`config.mk`:
```
export PLATFORM = sky130hd
export DESIGN_NAME = keyflow_route_encoder
export DESIGN_NICKNAME = d
export VERILOG_FILES = /design/src/rtl/keyflow_pkg.sv /design/src/rtl/keyflow_mod_seq.sv /design/src/rtl/keyflow_route_encoder.sv
export SDC_FILE = /design/constraint.sdc
export NUM_CORES = 2
export LEC_CHECK = 0
export CORE_MARGIN = 3
export CORE_UTILIZATION = 40
export DETAILED_ROUTE_END_ITERATION = 10
export GPL_TIMING_DRIVEN = 0
export PLACE_DENSITY = 0.57
export SLEW_MARGIN = 40
export SYNTH_ARGS = -nofsm -noshare
export SYNTH_HDL_FRONTEND = slang
export SYNTH_SLANG_ARGS = --single-unit
```
`constraint.sdc`:
```
create_clock -name asclk -period 11.81 [get_ports asclk]
set_input_delay 2.9525 -clock asclk [delete_from_list [all_inputs] [get_ports asclk]]
set_output_delay 2.9525 -clock asclk [all_outputs]
set_load 0.01 [all_outputs]
```
`src/rtl/keyflow_pkg.sv`:
```
// Shared definitions for the KeyFlow route encoder: FSM encoding,
// port-to-residue mapping and error-cause codes.
package keyflow_pkg;

    localparam logic [2:0] ST_IDLE   = 3'd0;
    localparam logic [2:0] ST_MOD_X  = 3'd1;
    localparam logic [2:0] ST_MOD_M  = 3'd2;
    localparam logic [2:0] ST_SEARCH = 3'd3;
    localparam logic [2:0] ST_UPDATE = 3'd4;
    localparam logic [2:0] ST_DRAIN  = 3'd5;
    localparam logic [2:0] ST_OUT    = 3'd6;

    localparam logic [2:0] KF_RES_MAC0 = 3'd1;
    localparam logic [2:0] KF_RES_MAC1 = 3'd2;
    localparam logic [2:0] KF_RES_MAC2 = 3'd3;
    localparam logic [2:0] KF_RES_MAC3 = 3'd4;
    localparam logic [2:0] KF_RES_CPU0 = 3'd5;

    localparam logic [2:0] KF_ERR_NONE    = 3'd0;
    localparam logic [2:0] KF_ERR_PORT    = 3'd1;
    localparam logic [2:0] KF_ERR_KEY     = 3'd2;
    localparam logic [2:0] KF_ERR_RES     = 3'd3;
    localparam logic [2:0] KF_ERR_HOPS    = 3'd4;
    localparam logic [2:0] KF_ERR_COPRIME = 3'd5;
    localparam logic [2:0] KF_ERR_OVF     = 3'd6;

    function automatic logic [2:0] kf_port_res(input logic [2:0] port);
        logic [2:0] res;
        case (port)
            3'd0:    res = KF_RES_MAC0;
            3'd1:    res = KF_RES_MAC1;
            3'd2:    res = KF_RES_MAC2;
            3'd3:    res = KF_RES_MAC3;
            3'd4:    res = KF_RES_CPU0;
            default: res = 3'd0;
        endcase
        return res;
    endfunction

endpackage

```
`src/rtl/keyflow_mod_seq.sv`:
```
// Sequential restoring remainder: dividend mod divisor, one dividend
// bit per cycle, done asserted ROUTE_WIDTH cycles after start.
module keyflow_mod_seq
    import keyflow_pkg::*;
#(
    parameter int DIVIDER_WIDTH = 16,
    parameter int ROUTE_WIDTH   = 64
) (
    input  logic                     asclk,
    input  logic                     reset,
    input  logic                     start,
    input  logic [ROUTE_WIDTH-1:0]   dividend,
    input  logic [DIVIDER_WIDTH-1:0] divisor,
    output logic                     done,
    output logic [DIVIDER_WIDTH-1:0] remainder
);

    localparam int DW = DIVIDER_WIDTH;
    localparam int RW = ROUTE_WIDTH;
    localparam int CW = $clog2(RW + 1);

    logic [RW-1:0] sh;
    logic [DW-1:0] rem;
    logic [CW-1:0] cnt;
    logic          busy;

    function automatic logic [DW-1:0] step(
        input logic [DW-1:0] r,
        input logic          b,
        input logic [DW-1:0] d
    );
        logic [DW:0] tr;
        tr = {r, b};
        if (tr >= {1'b0, d})
            tr = tr - {1'b0, d};
        return tr[DW-1:0];
    endfunction

    // The start cycle already consumes the top dividend bit.
    always_ff @(posedge asclk) begin
        if (reset) begin
            sh   <= '0;
            rem  <= '0;
            cnt  <= '0;
            busy <= 1'b0;
            done <= 1'b0;
        end else begin
            done <= 1'b0;
            if (start) begin
                rem  <= step('0, dividend[RW-1], divisor);
                sh   <= dividend << 1;
                cnt  <= CW'(RW - 1);
                busy <= 1'b1;
            end else if (busy) begin
                rem <= step(rem, sh[RW-1], divisor);
                sh  <= sh << 1;
                cnt <= cnt - CW'(1);
                if (cnt == CW'(1)) begin
                    busy <= 1'b0;
                    done <= 1'b1;
                end
            end
        end
    end

    assign remainder = rem;

endmodule

```
`src/rtl/keyflow_route_encoder.sv`:
```
// KeyFlow route-ID encoder: folds (key, port) hops into one label by
// incremental CRT so that label mod key equals the port residue.
module keyflow_route_encoder
    import keyflow_pkg::*;
#(
    parameter int DIVIDER_WIDTH = 16,
    parameter int ROUTE_WIDTH   = 64,
    parameter int MAX_HOPS      = 8
) (
    input  logic                     asclk,
    input  logic                     reset,
    input  logic                     s_hop_valid,
    output logic                     s_hop_ready,
    input  logic [DIVIDER_WIDTH-1:0] s_hop_key,
    input  logic [2:0]               s_hop_port,
    input  logic                     s_hop_last,
    output logic                     m_route_valid,
    input  logic                     m_route_ready,
    output logic [ROUTE_WIDTH-1:0]   m_route_id,
    output logic                     m_route_err,
    output logic [3:0]               m_route_hops
);

    localparam int DW = DIVIDER_WIDTH;
    localparam int RW = ROUTE_WIDTH;
    localparam int PW = RW + DW;
    localparam logic [3:0] HOP_LIM = 4'(MAX_HOPS);

    logic [2:0]    state;
    logic [RW-1:0] x;
    logic [RW-1:0] m;
    logic [DW-1:0] k;
    logic [DW-1:0] a;
    logic [DW-1:0] b;
    logic [DW-1:0] t;
    logic [2:0]    r;
    logic          last;
    logic [PW-1:0] cand;
    logic [3:0]    hop_cnt;
    logic [2:0]    cause;
    logic          mod_go;

    logic          accept;
    logic [3:0]    hop_inc;
    logic [2:0]    hc;
    logic [DW:0]   sum;
    logic [DW-1:0] sum_red;
    logic [PW-1:0] prod;
    logic          mod_done;
    logic [DW-1:0] mod_rem;
    logic [RW-1:0] mod_dividend;

    function automatic logic [2:0] hop_cause(
        input logic [2:0]    port,
        input logic [DW-1:0] key,
        input logic [3:0]    cnt
    );
        logic [2:0] c;
        c = KF_ERR_NONE;
        if (port > 3'd4)
            c = KF_ERR_PORT;
        else if (key < DW'(2))
            c = KF_ERR_KEY;
        else if (DW'(kf_port_res(port)) >= key)
            c = KF_ERR_RES;
        else if (cnt >= HOP_LIM)
            c = KF_ERR_HOPS;
        return c;
    endfunction

    assign s_hop_ready = !reset &&
                         (state == ST_IDLE || state == ST_DRAIN);
    assign accept  = s_hop_valid && s_hop_ready;
    assign hop_inc = (hop_cnt == 4'hf) ? hop_cnt : hop_cnt + 4'd1;
    assign hc      = hop_cause(s_hop_port, s_hop_key, hop_cnt);

    // a and b are residues below k, so one conditional subtract suffices.
    assign sum     = {1'b0, a} + {1'b0, b};
    assign sum_red = (sum >= {1'b0, k}) ? DW'(sum - {1'b0, k})
                                        : sum[DW-1:0];
    assign prod    = PW'(m) * PW'(k);

    assign mod_dividend = (state == ST_MOD_M) ? m : x;

    keyflow_mod_seq #(
        .DIVIDER_WIDTH(DW),
        .ROUTE_WIDTH  (RW)
    ) u_mod (
        .asclk    (asclk),
        .reset    (reset),
        .start    (mod_go),
        .dividend (mod_dividend),
        .divisor  (k),
        .done     (mod_done),
        .remainder(mod_rem)
    );

    always_ff @(posedge asclk) begin
        if (reset) begin
            state         <= ST_IDLE;
            x             <= '0;
            m             <= RW'(1);
            k             <= '0;
            a             <= '0;
            b             <= '0;
            t             <= '0;
            r             <= '0;
            last          <= 1'b0;
            cand          <= '0;
            hop_cnt       <= '0;
            cause         <= KF_ERR_NONE;
            mod_go        <= 1'b0;
            m_route_valid <= 1'b0;
            m_route_id    <= '0;
            m_route_err   <= 1'b0;
            m_route_hops  <= '0;
        end else begin
            mod_go <= 1'b0;
            case (state)
                ST_IDLE: begin
                    if (accept) begin
                        k       <= s_hop_key;
                        r       <= kf_port_res(s_hop_port);
                        last    <= s_hop_last;
                        hop_cnt <= hop_inc;
                        if (hc != KF_ERR_NONE) begin
                            cause <= hc;
                            state <= s_hop_last ? ST_OUT : ST_DRAIN;
                        end else begin
                            state  <= ST_MOD_X;
                            mod_go <= 1'b1;
                        end
                    end
                end
                ST_MOD_X: begin
                    if (mod_done) begin
                        a      <= mod_rem;
                        state  <= ST_MOD_M;
                        mod_go <= 1'b1;
                    end
                end
                ST_MOD_M: begin
                    if (mod_done) begin
                        b     <= mod_rem;
                        t     <= '0;
                        cand  <= PW'(x);
                        state <= ST_SEARCH;
                    end
                end
                ST_SEARCH: begin
                    if (a == DW'(r)) begin
                        state <= ST_UPDATE;
                    end else if (t == k - DW'(1)) begin
                        cause <= KF_ERR_COPRIME;
                        state <= last ? ST_OUT : ST_DRAIN;
                    end else begin
                        t    <= t + DW'(1);
                        cand <= cand + PW'(m);
                        a    <= sum_red;
                    end
                end
                ST_UPDATE: begin
                    if (prod[PW-1:RW] != '0) begin
                        cause <= KF_ERR_OVF;
                        state <= last ? ST_OUT : ST_DRAIN;
                    end else begin
                        x     <= cand[RW-1:0];
                        m     <= prod[RW-1:0];
                        state <= last ? ST_OUT : ST_IDLE;
                    end
                end
                ST_DRAIN: begin
                    if (accept) begin
                        hop_cnt <= hop_inc;
                        if (s_hop_last)
                            state <= ST_OUT;
                    end
                end
                ST_OUT: begin
                    // Result registers load on the first OUT cycle.
                    if (!m_route_valid) begin
                        m_route_valid <= 1'b1;
                        m_route_id    <= (cause != KF_ERR_NONE) ? '0 : x;
                        m_route_err   <= cause != KF_ERR_NONE;
                        m_route_hops  <= hop_cnt;
                    end else if (m_route_ready) begin
                        m_route_valid <= 1'b0;
                        m_route_id    <= '0;
                        m_route_err   <= 1'b0;
                        m_route_hops  <= '0;
                        x             <= '0;
                        m             <= RW'(1);
                        hop_cnt       <= '0;
                        cause         <= KF_ERR_NONE;
                        state         <= ST_IDLE;
                    end
                end
                default: state <= ST_IDLE;
            endcase
        end
    end

endmodule

```
==> metrics <==
number of design rule violations left after detail routing=0; post-CTS setup buffer count=0; Final ANT Viol Nets=0; CTS H-Tree Depth=2; final setup violation count=0; Post-Syn Area per Cell=8.21 um2; Worst Path Arrival=11290 ps; TritonCTS buffer count=49; synth cell count leaders=1015 x sky130_fd_sc_hd__nand2_1, 989 x sky130_fd_sc_hd__inv_1, 870 x sky130_fd_sc_hd__fa_1, 429 x sky130_fd_sc_hd__dfxtp_1, 406 x sky130_fd_sc_hd__and2_1; Starting Density=0.404; area fraction of the dominant cell type after synthesis=0.309; via/cell ratio=5.63; Max Freq=0.0919 GHz; post-route clock skew=33.9 ps; number of instances in the synthesized netlist=6875; Max-Cap Viols=0; cell accounting for the most synthesized area=sky130_fd_sc_hd__fa_1; average routed wire per standard cell=25.1 um; critical-path cell with the highest stage delay=sky130_fd_sc_hd__a211oi_2; initial antenna violation count=19; cell with the most instances after synthesis=sky130_fd_sc_hd__nand2_1; aggregate global routing overflow=0; Filler Cells Inserted=14100; dominant delay contributor by cell family on the critical path=adder cells; highest cell delay on the worst timing path=720 ps; number of register bits inferred by synthesis=429; clk buf depth=3; Resized cells post-CTS=0; drt first-iter violations=5117; dominant synthesized flop cell=sky130_fd_sc_hd__dfxtp_1; unrepaired setup endpoints after global routing=no; final cycle utilization of the critical path=0.921; run status=finished clean; class of the tightest hold or removal check=flip-flop to flip-flop; Setup WS post-layout=933 ps; TritonCTS clock tree=yes; number of buffer cells added on primary ports=93; total routed wire length on the met1 layer=93100 um; row count=137; cell area power density=80.4 nW/um2; Highest Signal Layer=met5; number of synthesized flops with an enable pin=0; routed length on met3=17700 um; share of post-route cells with drive strength above 1=0.0368; first-pass GRT wire length=335000 um; via total after detailed routing=50500; proportion of register bits with asynchronous set or reset after synthesis=0; sequential area share after synthesis=0.152; Initial DRT Pass Iterations=5; Post-Place Setup Slack=1020 ps; height of the die=382 um; total of warnings raised by yosys=0; LEAKAGE=26.5 nW; maximum VDD drop=0.104 mV; type of the setup path with the least slack=flip-flop to flip-flop; total track usage=0.307; total negative setup slack=0 ps; DRT Wirelength=225000 um; I/O pin cnt=95; synth top area cells=sky130_fd_sc_hd__fa_1 31%, sky130_fd_sc_hd__dfxtp_1 15%, sky130_fd_sc_hd__nand2_1 6.8%, sky130_fd_sc_hd__inv_1 6.6%, sky130_fd_sc_hd__ha_1 6.1%; Hold Worst Slack=462 ps; min cycle time layout=10880 ps; crit start category=flip-flop; horizontal extent of the die=382 um; Post-CTS Hold Buffers=0; pins over their slew limit=0; Detail Placement HPWL=181000 um; highest fanout seen on the critical path=10; Die Area=146000 um2; area inside the core boundary=140000 um2; library cell appearing most often on the critical path=sky130_fd_sc_hd__fa_1; count of nets after finishing=8202; routability cong.=0.992; syn nets=8043; number of global-route vias before repair=51100; slew margin rel.=0.371; data required time at the worst endpoint=12230 ps; Root Driver=sky130_fd_sc_hd__clkbuf_16; Bufs and invs on worst path=12; Hold Fails Final Rpt=0; CTS sink cnt=429; total met2 wirelength after detailed routing=100000 um; Area Growth Syn to Fin=9.66%; largest net degree at the start of global routing=14; critical path capture point type=flip-flop; Synth cell types=84; post-synthesis instance area=56400 um2; transition time of the tightest slew-check pin=943 ps; clock transition at the registers of the reported paths=70 ps; insertion delay to the later sink of the worst-skew pair=620 ps
==> routing by layer <==
metal | vias up | global-route usage
met4 | 2 | 0.157
met1 | 25400 | 0.407
met2 | 2168 | 0.489
met3 | 516 | 0.0462
met5 | - | 0
li1 | 22400 | -
==> layout by cell type, fill, tap and decap left out, types with 32 or more instances in the layout <==
cell	n
sky130_fd_sc_hd__xnor2_1	123
sky130_fd_sc_hd__fa_1	870
sky130_fd_sc_hd__dfxtp_1	429
sky130_fd_sc_hd__o21a_1	32
sky130_fd_sc_hd__inv_1	989
sky130_fd_sc_hd__buf_2	40
sky130_fd_sc_hd__nand4_1	72
sky130_fd_sc_hd__clkbuf_2	82
sky130_fd_sc_hd__o21ai_0	250
sky130_fd_sc_hd__nor2_1	383
sky130_fd_sc_hd__a211oi_1	187
sky130_fd_sc_hd__nor2b_1	93
sky130_fd_sc_hd__a21oi_1	293
sky130_fd_sc_hd__clkdlybuf4s50_1	93
sky130_fd_sc_hd__clkbuf_1	336
sky130_fd_sc_hd__clkbuf_16	51
sky130_fd_sc_hd__mux2i_1	100
sky130_fd_sc_hd__a22oi_1	74
sky130_fd_sc_hd__xor2_1	75
sky130_fd_sc_hd__nand3_1	174
sky130_fd_sc_hd__a21o_1	92
sky130_fd_sc_hd__nor3_1	72
sky130_fd_sc_hd__ha_1	274
sky130_fd_sc_hd__and2_1	406
sky130_fd_sc_hd__nand2_1	1015
==> flip-flops by register name, summed over array words and instances (netlist names), 3 cells and up <==
register / count
m_route_id: 64
cause: 3
r: 3
k: 16
cand: 64
u_mod.sh: 63
b: 16
m_route_hops: 4
u_mod.cnt: 7
u_mod.remainder: 16
m: 64
state: 3
x: 64
t: 16
hop_cnt: 4
a: 16
==> where the power goes <==
part	internal (mW)	switching, mW
Combinational	0.577	1.17
Sequential	1.52	0.0828
Clock	0.945	0.675
==> through the flow <==
step / instances / utilization / total power [mW] / area [um2]
2_1_floorplan: 6875 / - / 2.70 / 56400
3_3_place_gp: 8844 / 0.427 / 3.28 / 59700
3_5_place_dp: 8858 / 0.431 / 3.33 / 60200
4_1_cts: 8943 / 0.442 / 4.93 / 61800
5_1_grt: 8944 / 0.443 / 5.16 / 61800
6_report: 8958 / 0.443 / 4.98 / 61900
==> kinds of logic (layout without fill, tap and decap cells) <==
kind of cell / Yosys count / after routing / synth area share
multiplexers: 103 / 103 / 0.0183
buffers and inverters: 1456 / 1649 / 0.0982
AND/OR/NAND/NOR: 2362 / 2362 / 0.196
other: 0 / 14 / 0
flip-flops: 429 / 429 / 0.152
adder cells (fa/ha/maj): 1144 / 1144 / 0.369
XOR/XNOR: 198 / 198 / 0.0307
AO/OA/AOI/OAI: 1183 / 1183 / 0.136
==> worst min-delay path, cell delays in order (launching register included) <==
cell                      delay (ps)
sky130_fd_sc_hd__dfxtp_1         310
sky130_fd_sc_hd__nand2_1          50
sky130_fd_sc_hd__a21oi_1          50
==> worst paths after layout <==
check                           cells past startpoint  slack, ps                  to               start
worst max-delay path                               32        930  m[54]$_SDFFE_PP0P_   k[3]$_SDFFE_PP0P_
worst min-delay path                                2        460  b[12]$_SDFFE_PP0P_  b[12]$_SDFFE_PP0P_
worst max register to register                     32        930  m[54]$_SDFFE_PP0P_   k[3]$_SDFFE_PP0P_
worst min register to register                      2        460  b[12]$_SDFFE_PP0P_  b[12]$_SDFFE_PP0P_
==> cell type report <==
| cell class | instances | area, um2 | share of cell area |
|---|---|---|---|
| sequential | 429 | 8590 | 0.139 |
| timing repair buffer | 108 | 1270 | 0.0205 |
| clock buffer | 68 | 1420 | 0.0230 |
| clock inverter | 17 | 229 | 0.00370 |
| multi-input combinational | 4990 | 42300 | 0.684 |
| antenna | 14 | 35.0 | 0.000566 |
| inverter | 991 | 3720 | 0.0601 |
| tap | 1876 | 2350 | 0.0379 |
| buffer | 465 | 1920 | 0.0310 |
Power figures use the tool's default switching activity.
